$ cat config.mk
export PLATFORM = sky130hd
export DESIGN_NAME = i2s_stereo_recorder
export DESIGN_NICKNAME = d
export VERILOG_FILES = /design/src/rtl/i2s_pkg.sv /design/src/rtl/sync_fifo.sv /design/src/rtl/i2s_stereo_recorder.sv
export SDC_FILE = /design/constraint.sdc
export NUM_CORES = 1
export LEC_CHECK = 0
export ABC_CLOCK_PERIOD_IN_PS = 3200
export CORE_ASPECT_RATIO = 1.1
export CORE_MARGIN = 2
export CORE_UTILIZATION = 35
export DETAILED_ROUTE_END_ITERATION = 7
export DONT_BUFFER_PORTS = 1
export SETUP_SLACK_MARGIN = 0.05
export SLEW_MARGIN = 20
export SYNTH_ARGS = -nofsm -noshare
export SYNTH_HDL_FRONTEND = slang
export SYNTH_SLANG_ARGS = --single-unit
$ cat constraint.sdc
create_clock -name i_clk -period 3.2 [get_ports i_clk]
set_input_delay 0.32 -clock i_clk [delete_from_list [all_inputs] [get_ports i_clk]]
set_output_delay 0.32 -clock i_clk [all_outputs]
set_load 0.005 [all_outputs]
$ cat src/rtl/i2s_pkg.sv
// Shared types and constants for the stereo I2S capture block.
package i2s_pkg;

    typedef enum logic [1:0] {
        IDLE,
        SYNC,
        REC
    } rec_state_t;

    localparam int MODE_LJ  = 0;
    localparam int MODE_I2S = 1;

    localparam logic [5:0] BIT_IDX_MAX = 6'd63;

endpackage

$ cat src/rtl/sync_fifo.sv
// Frame FIFO; a push into a full FIFO is accepted only when a pop frees a slot in the same cycle.
module sync_fifo #(
    parameter int W     = 48,
    parameter int DEPTH = 4
) (
    input  logic                     i_clk,
    input  logic                     i_rst,
    input  logic                     i_push,
    input  logic [W-1:0]             i_data,
    input  logic                     i_pop,
    output logic [W-1:0]             o_data,
    output logic                     o_empty,
    output logic [$clog2(DEPTH):0]   o_count,
    output logic                     o_drop
);

    localparam int AW = $clog2(DEPTH);
    localparam logic [AW-1:0] PTR_ONE  = 1;
    localparam logic [AW:0]   CNT_ONE  = 1;
    localparam logic [AW:0]   CNT_FULL = (AW+1)'(DEPTH);

    logic [W-1:0]  mem [DEPTH];
    logic [AW-1:0] wr_ptr;
    logic [AW-1:0] rd_ptr;
    logic [AW:0]   count;
    logic          full;
    logic          do_pop;
    logic          do_push;

    assign full    = (count == CNT_FULL);
    assign o_empty = (count == '0);
    assign do_pop  = i_pop && !o_empty;
    assign do_push = i_push && (!full || do_pop);
    assign o_drop  = i_push && !do_push;
    assign o_data  = mem[rd_ptr];
    assign o_count = count;

    always_ff @(posedge i_clk) begin
        if (i_rst) begin
            wr_ptr <= '0;
            rd_ptr <= '0;
            count  <= '0;
            for (int i = 0; i < DEPTH; i++) begin
                mem[i] <= '0;
            end
        end else begin
            if (do_push) begin
                mem[wr_ptr] <= i_data;
                wr_ptr      <= wr_ptr + PTR_ONE;
            end
            if (do_pop) begin
                rd_ptr <= rd_ptr + PTR_ONE;
            end
            case ({do_push, do_pop})
                2'b10:   count <= count + CNT_ONE;
                2'b01:   count <= count - CNT_ONE;
                default: count <= count;
            endcase
        end
    end

endmodule

$ cat src/rtl/i2s_stereo_recorder.sv
// Stereo I2S capture: synchronises the codec pins, deserialises left/right slots
// and queues complete {left, right} frames for a valid/ready consumer.
module i2s_stereo_recorder
    import i2s_pkg::*;
#(
    parameter int WIDTH    = 24,
    parameter int DEPTH    = 4,
    parameter int I2S_MODE = 1
) (
    input  logic                       i_clk,
    input  logic                       i_rst,
    input  logic                       i_start,
    input  logic                       i_stop,
    input  logic                       i_BCLK,
    input  logic                       i_LRCK,
    input  logic                       i_data,
    output logic signed [WIDTH-1:0]    o_left,
    output logic signed [WIDTH-1:0]    o_right,
    output logic                       o_valid,
    input  logic                       i_ready,
    output logic [$clog2(DEPTH):0]     o_level,
    output logic                       o_overflow,
    output logic                       o_busy
);

    localparam int MODE_OFFSET = (I2S_MODE == MODE_I2S) ? 1 : 0;

    logic [1:0]         bclk_sync;
    logic [1:0]         lrck_sync;
    logic [1:0]         data_sync;
    logic               bclk_prev;
    logic               lrck_prev;
    logic [5:0]         bit_idx;
    logic [WIDTH-1:0]   shift_reg;
    logic [WIDTH-1:0]   left_word;
    rec_state_t         state;
    logic               push_req;
    logic [2*WIDTH-1:0] push_frame;
    logic               overflow;

    logic               bclk_rise;
    logic               lrck_s;
    logic               data_s;
    logic               slot_start;
    logic [5:0]         idx_next;
    logic [WIDTH-1:0]   shift_next;
    int                 pos;

    logic [2*WIDTH-1:0] head;
    logic               fifo_empty;
    logic               fifo_drop;
    logic               pop;

    assign bclk_rise  = bclk_sync[1] && !bclk_prev;
    assign lrck_s     = lrck_sync[1];
    assign data_s     = data_sync[1];
    assign slot_start = (lrck_s != lrck_prev);

    // Next slot bit position and the shift word after this BCLK rise; the word restarts at each LRCK change.
    always_comb begin
        idx_next   = bit_idx;
        shift_next = shift_reg;
        if (slot_start) begin
            idx_next   = '0;
            shift_next = '0;
        end else if (bit_idx != BIT_IDX_MAX) begin
            idx_next = bit_idx + 6'd1;
        end
        pos = int'(idx_next) - MODE_OFFSET;
        for (int i = 0; i < WIDTH; i++) begin
            if (pos == WIDTH - 1 - i) begin
                shift_next[i] = data_s;
            end
        end
    end

    always_ff @(posedge i_clk) begin
        if (i_rst) begin
            bclk_sync <= '0;
            lrck_sync <= '0;
            data_sync <= '0;
            bclk_prev <= 1'b0;
            lrck_prev <= 1'b0;
            bit_idx   <= '0;
            shift_reg <= '0;
        end else begin
            bclk_sync <= {bclk_sync[0], i_BCLK};
            lrck_sync <= {lrck_sync[0], i_LRCK};
            data_sync <= {data_sync[0], i_data};
            bclk_prev <= bclk_sync[1];
            if (bclk_rise) begin
                lrck_prev <= lrck_s;
                bit_idx   <= idx_next;
                shift_reg <= shift_next;
            end
        end
    end

    // shift_reg still holds the slot that just closed when the LRCK change is seen.
    always_ff @(posedge i_clk) begin
        if (i_rst) begin
            state      <= IDLE;
            left_word  <= '0;
            push_req   <= 1'b0;
            push_frame <= '0;
            overflow   <= 1'b0;
        end else begin
            push_req <= 1'b0;
            if (fifo_drop) begin
                overflow <= 1'b1;
            end
            if (i_stop) begin
                state <= IDLE;
            end else begin
                case (state)
                    IDLE: begin
                        if (i_start) begin
                            state    <= SYNC;
                            overflow <= 1'b0;
                        end
                    end
                    SYNC: begin
                        if (bclk_rise && slot_start && !lrck_s) begin
                            state <= REC;
                        end
                    end
                    REC: begin
                        if (bclk_rise && slot_start) begin
                            if (lrck_s) begin
                                left_word <= shift_reg;
                            end else begin
                                push_req   <= 1'b1;
                                push_frame <= {left_word, shift_reg};
                            end
                        end
                    end
                    default: state <= IDLE;
                endcase
            end
        end
    end

    assign pop = o_valid && i_ready;

    sync_fifo #(
        .W     (2 * WIDTH),
        .DEPTH (DEPTH)
    ) u_fifo (
        .i_clk   (i_clk),
        .i_rst   (i_rst),
        .i_push  (push_req),
        .i_data  (push_frame),
        .i_pop   (pop),
        .o_data  (head),
        .o_empty (fifo_empty),
        .o_count (o_level),
        .o_drop  (fifo_drop)
    );

    assign o_left     = head[2*WIDTH-1:WIDTH];
    assign o_right    = head[WIDTH-1:0];
    assign o_valid    = !fifo_empty;
    assign o_overflow = overflow;
    assign o_busy     = (state != IDLE);

endmodule
==> results.md, run 1 <==
* Outcome: finished clean
* Largest register FFs at 192
* Vias at 8019
* Synth async-reset ratio at 0
* Routed wire length on met2 at 15.5 mm
* GRT Residual Overflow at 0
* Reg2reg setup slack at 530 ps
* Logic pwr share at 0.025
* FF+latch count, synth at 315
* GPL Wtd Cong at 0.863
* Synth Warn # at 0
* Clk Latency, worst-skew pair at 520 ps
* Clk_skew at 23.3 ps
* Die Area at 39300 µm²
* Final min period at 2670 ps
* TNS Setup at 0 ps
* CTS sink count at 315
* Count of cell types in the netlist at 64
* Mapped Avg Cell Area at 12.3 µm²
* Placed Cells incl. Taps at 1514
* Number of synthesized flops with an enable pin at 192
* Clock transition at the registers of the reported paths at 60 ps
* Fill cells at 3454
* Vias per std cell at 5.06
* Most common cell in the netlist: and2_1
* PD cells at 592 nW/µm²
* Worst Max-Slew Pin Slew at 1060 ps
* Crit. End Element: flop
* Slowest Stage Delay on Critical Path at 530 ps
* WHS Endpoint: state[0]
* Net Count, Synth at 1083
* Routed wl met3 at 1.23 mm
* Critical Setup Path Class: reg2reg
* Period utilisation layout at 0.834
* CTS tree: yes
* Vias in the first global route at 8046
* Internal power at 0.00715 W
* Routed Antenna Nets at 0
* 1st-iter DRT viols at 684
* FP Rows at 74
* Setup violators final at 0
* Post-CTS setup buffer count at 0
* Post-Route WL at 30.4 mm
* Post-synth top area share at 0.436
* Leakage at 4.98 nW
* Dpl hpwl at 17.6 mm
* Core area at 37200 µm²
* CTS H-tree depth at 2
* Clock power frac at 0.479
* Post-synthesis sequential area ratio at 0.623
* CP arrival at 3040 ps
* Peak VDD IR at 0.380 mV
* Final Slew Violations at 0
* Cell Area, Synth at 13200 µm²
* RSZ-0062 raised after global routing: no
* Slew headroom at 0.294
* Post-CTS sizing at 0
* GRT Total Usage at 0.155
* Reg2reg start: bit_idx[0]
* CTS Buffer Depth at 3
* CP max-delay cell: dfxtp_1
* Maxcap violations at 0
* Top flop regs: u_fifo.mem (192), push_frame (48)
* Per-cell routed wire length at 19.2 µm
* Top routing layer used: met4
* Sequential power share at 0.496
* First-pass GRT wire length at 47.0 mm
* Synth cell count leaders: and2_1, edfxtp_1, nand2_1
* Post-synth top area cell: edfxtp_1
* CP Cell Sequence: ha_1, and3_1, or3b_1, a31oi_2, nand2_2, o311ai_0, o41ai_1
* Hold Crit Class: in2reg
* Top_reg_cell synth: edfxtp_1
* Die Ht at 208 µm
* R2R cell count at 7
* Fin. Hold Viols at 0
* Fin cells at 1586
* Worst reg2reg path endpoint: shift_reg[4]
* Clock root buffer: clkbuf_16
* NetSw at 0.00180 W
* CP startpoint kind: flop
* Worst Hold Launch: i_start
* Ports at 62
* Critical Path Fanout Max at 12
* Die X at 189 µm
* TritonRoute pass-1 iters at 5
* TritonCTS Buffers at 35
* CP Data Required Time at 3570 ps
* IO Port Bufs at 0
* WL met1 at 13.0 mm
* Fmax at 374 MHz
* DRC at 0
* Hold Crit Depth at 2
* Pin count of the biggest net entering global routing at 99
* Largest Register: u_fifo.mem
* Mapped Cells at 1072
* Main area contributors after synthesis: edfxtp_1, dfxtp_1, and2_1
* Antenna violations before repair at 2
* Switching share of total power at 0.201
* Fin nets at 1075
* Share of layout cells above drive strength 1 at 0.141
* Crit. Startpoint: bit_idx[0]
* Final Power at 0.00895 W
* P&R area growth vs syn at 14.5%
* Initial Utilization at 0.355
-- routing by layer --
layer	up-vias	global-route usage
met5	-	0
met4	0	0.0438
met3	47	0.0218
met2	195	0.271
met1	3997	0.199
li1	3780	-
-- worst max path at each step --
stage | end | slack [ps] | cells after the start
6_report | shift_reg[4] | 530 | 7
5_1_grt | u_fifo.o_count[2] | 320 | 9
4_1_cts | u_fifo.o_count[2] | 550 | 9
3_5_place_dp | shift_reg[4] | 580 | 7
3_3_place_gp | u_fifo.o_count[2] | 690 | 9
2_1_floorplan | u_fifo.mem[1][0] | 740 | 6
-- cells in the final DEF, fill, tap and decap left out, types with 6 or more instances in the layout --
cell type / count
dlygate4sd3_1: 6
o41ai_1: 6
nor2_1: 19
nand2_1: 184
o21ai_0: 7
dfxtp_1: 121
clkbuf_1: 11
nor3_1: 9
mux2i_1: 15
nor4_1: 7
mux4_2: 48
edfxtp_1: 192
inv_1: 6
clkbuf_16: 36
clkbuf_8: 7
nor2b_1: 12
buf_4: 17
a21oi_1: 88
and2_1: 195
-- logic make-up after synthesis --
kind of cell / after synthesis / share of synthesized area
buffers and inverters: 78 / 0.0239
DFF: 315 / 0.623
xor gates and xnor gates: 9 / 0.00710
AOI/OAI and AO/OA: 138 / 0.0670
and+or+nand+nor: 466 / 0.183
muxes: 63 / 0.0932
adders and majority gates: 3 / 0.00341
-- worst max-delay path, delay by kind of cell (launching register included) --
| kind | cells | cell delay, ps |
|---|---|---|
| and+or+nand+nor | 3 | 820 |
| AOI/OAI and AO/OA | 3 | 790 |
| DFF | 1 | 530 |
| adders and majority gates | 1 | 400 |
-- power groups by stage --
stage	Combinational (W)	Clock (W)	Sequential (W)
finish	0.000224	0.00429	0.00444
global route	0.000243	0.00452	0.00445
CTS	0.000231	0.00436	0.00444
detailed placement	0.000202	0	0.00453
global placement	0.000202	0	0.00452
floorplan	0.000149	0	0.00451
-- area by class of cell --
cell class | count | area [µm²] | share of cell area
clock inverter | 10 | 221 | 0.0146
timing repair buffer | 27 | 275 | 0.0182
sequential | 315 | 8240 | 0.544
antenna | 1 | 2.50 | 0.000165
tap | 494 | 618 | 0.0409
multi-input combinational | 679 | 4710 | 0.312
inverter | 6 | 22.5 | 0.00149
clock buffer | 54 | 1040 | 0.0687
-- what timing repair did --
| action | in CTS | in global routing |
|---|---|---|
| hold endpoints to repair | 100 | 0 |
| hold buffers | 7 | 0 |
| endpoints found under the setup margin | 0 | 0 |
-- per-stage QoR --
step                setup slack, ps  utilization  hold WS (ps)  area (µm²)
finish                          530        0.406          42.2       15100
global route                    316        0.406          44.2       15100
CTS                             554        0.406         0.906       15100
detailed placement              584        0.370           402       13800
global placement                695        0.370           400       13800
floorplan                       741            -           398       13200
(Power assumes the default switching activity.)
==> inputs of run 2 (changes only) <==
--- a/config.mk
+++ b/config.mk
@@ -5,7 +5,7 @@
 export SDC_FILE = /design/constraint.sdc
 export NUM_CORES = 1
 export LEC_CHECK = 0
-export ABC_CLOCK_PERIOD_IN_PS = 3200
+export ABC_CLOCK_PERIOD_IN_PS = 2300
 export CORE_ASPECT_RATIO = 1.1
 export CORE_MARGIN = 2
 export CORE_UTILIZATION = 35
==> constraint.sdc (replaced) <==
create_clock -name i_clk -period 2.3 [get_ports i_clk]
set_input_delay 0.23 -clock i_clk [delete_from_list [all_inputs] [get_ports i_clk]]
set_output_delay 0.23 -clock i_clk [all_outputs]
set_load 0.005 [all_outputs]
==> results.md, run 2 (synthesis gave the netlist of run 1 again) <==
* Fin. Hold Viols at 0
* Top flop regs: u_fifo.mem (192), push_frame (48)
* Clk Latency, worst-skew pair at 500 ps
* Routed Antenna Nets at 0
* Worst Max-Slew Pin Slew at 899 ps
* PD cells at 776 nW/µm²
* Post-Route WL at 30.5 mm
* Clock transition at the registers of the reported paths at 60 ps
* CP startpoint kind: flop
* Antenna violations before repair at 0
* Period utilisation layout at 0.947
* Vias per std cell at 5.01
* Vias in the first global route at 8204
* Most frequent cells in the layout: and2_1, edfxtp_1, nand2_1
* IO Port Bufs at 0
* CP arrival at 2530 ps
* TritonRoute pass-1 iters at 5
* Fmax at 459 MHz
* Commonest non-fill, non-tap cell in the layout: and2_1
* Register area at 8230 µm²
* Fill cells at 3500
* CP Data Required Time at 2650 ps
* CTS H-tree depth at 2
* Hold Crit Class: in2reg
* Final Slew Violations at 0
* DRC at 0
* GRT Residual Overflow at 0
* Ant diodes at 0
* 1st-iter DRT viols at 627
* Die X at 189 µm
* CP max-delay cell: dfxtp_1
* FP Rows at 74
* Initial Utilization at 0.355
* Peak VDD IR at 0.437 mV
* Critical Setup Path Class: reg2reg
* Die Ht at 208 µm
* Die Area at 39300 µm²
* Vias at 8047
* Largest register FFs at 192
* Clk_skew at 10.3 ps
* Fin nets at 1098
* First-pass GRT wire length at 48.2 mm
* Largest Register: u_fifo.mem
* Reg2reg setup slack at 120 ps
* Ports at 62
* TritonCTS Buffers at 35
* Pin count of the biggest net entering global routing at 99
* CTS Buffer Depth at 3
* Share of layout cells above drive strength 1 at 0.165
* TNS Setup at 0 ps
* Slowest Stage Delay on Critical Path at 370 ps
* Critical Path Fanout Max at 10
* CTS sink count at 315
* Crit. End Element: flop
* Dpl hpwl at 17.7 mm
* P&R area growth vs syn at 15.7%
* Clock root buffer: clkbuf_16
* Final min period at 2180 ps
* CTS tree: yes
* Per-cell routed wire length at 19.0 µm
* Core Util, Final at 0.411
* Setup violators final at 0
* Slew headroom at 0.401
* RSZ-0062 raised after global routing: yes
* GPL Wtd Cong at 0.895
* CP Cell Sequence: ha_4, and3_1, or3b_1, a31oi_2, nand2_2, o311ai_0, o41ai_1
* Maxcap violations at 0
* Core area at 37200 µm²
* Outcome: finished clean
* Fin cells at 1606
* Placed Cells incl. Taps at 1537
* Leakage at 5.06 nW
* GRT Total Usage at 0.157
* Area taken by multi-input logic gates at 4770 µm²
==> run 2: power breakdown <==
part	internal, W	total, W	switching (W)
logic	0.000110	0.000327	0.000216
registers	0.00613	0.00617	0.0000422
clock network	0.00324	0.00538	0.00213
total	0.00948	0.0119	0.00239
==> run 2: per-stage QoR <==
step           total power (W)  area (µm²)  hold WS [ps]  worst slack, ps
2_1_floorplan          0.00648       13200           308             66.9
3_3_place_gp           0.00657       14000           309             98.3
3_5_place_dp           0.00658       14000           318             7.75
4_1_cts                 0.0120       15200          63.5             26.7
5_1_grt                 0.0122       15300          98.1             57.1
6_report                0.0119       15300          51.8              123
==> run 2: layout make-up <==
class / count / area share
sequential: 315 / 0.539
clock inverter: 9 / 0.00450
inverter: 6 / 0.00147
timing repair buffer: 50 / 0.0350
multi-input combinational: 679 / 0.312
clock buffer: 53 / 0.0684
tap: 494 / 0.0404
==> run 2: worst paths after layout <==
check,cells after the start,start,endpoint
worst max register to register,7,bit_idx[0],shift_reg[7]
worst min-delay path,3,i_ready,flop
worst max-delay path,7,bit_idx[0],shift_reg[7]
worst min register to register,2,left_word[13],push_frame[37]
==> run 2: timing repair <==
action | CTS | global route
hold endpoints to repair | 100 | 0
gates resized for setup | 2 | 12
pin swaps | 0 | 2
setup endpoints to repair | 3 | 21
hold buffers | 7 | 0
buffers inserted | 0 | 0
==> run 2: metal layers <==
| metal | wire length (µm) | track usage | vias up |
|---|---|---|---|
| met2 | 15800 | 0.277 | 148 |
| li1 | - | - | 3829 |
| met1 | 12900 | 0.201 | 4024 |
| met3 | 1230 | 0.0213 | 46 |
| met5 | 0 | 0 | - |
| met4 | 635 | 0.0420 | 0 |
==> run 2: worst max-delay path, delay by kind of cell, from the launching register on <==
family,cells,cell delay [ps]
and+or+nand+nor,3,710
AOI/OAI and AO/OA,3,740
DFF,1,370
adders and majority gates,1,200
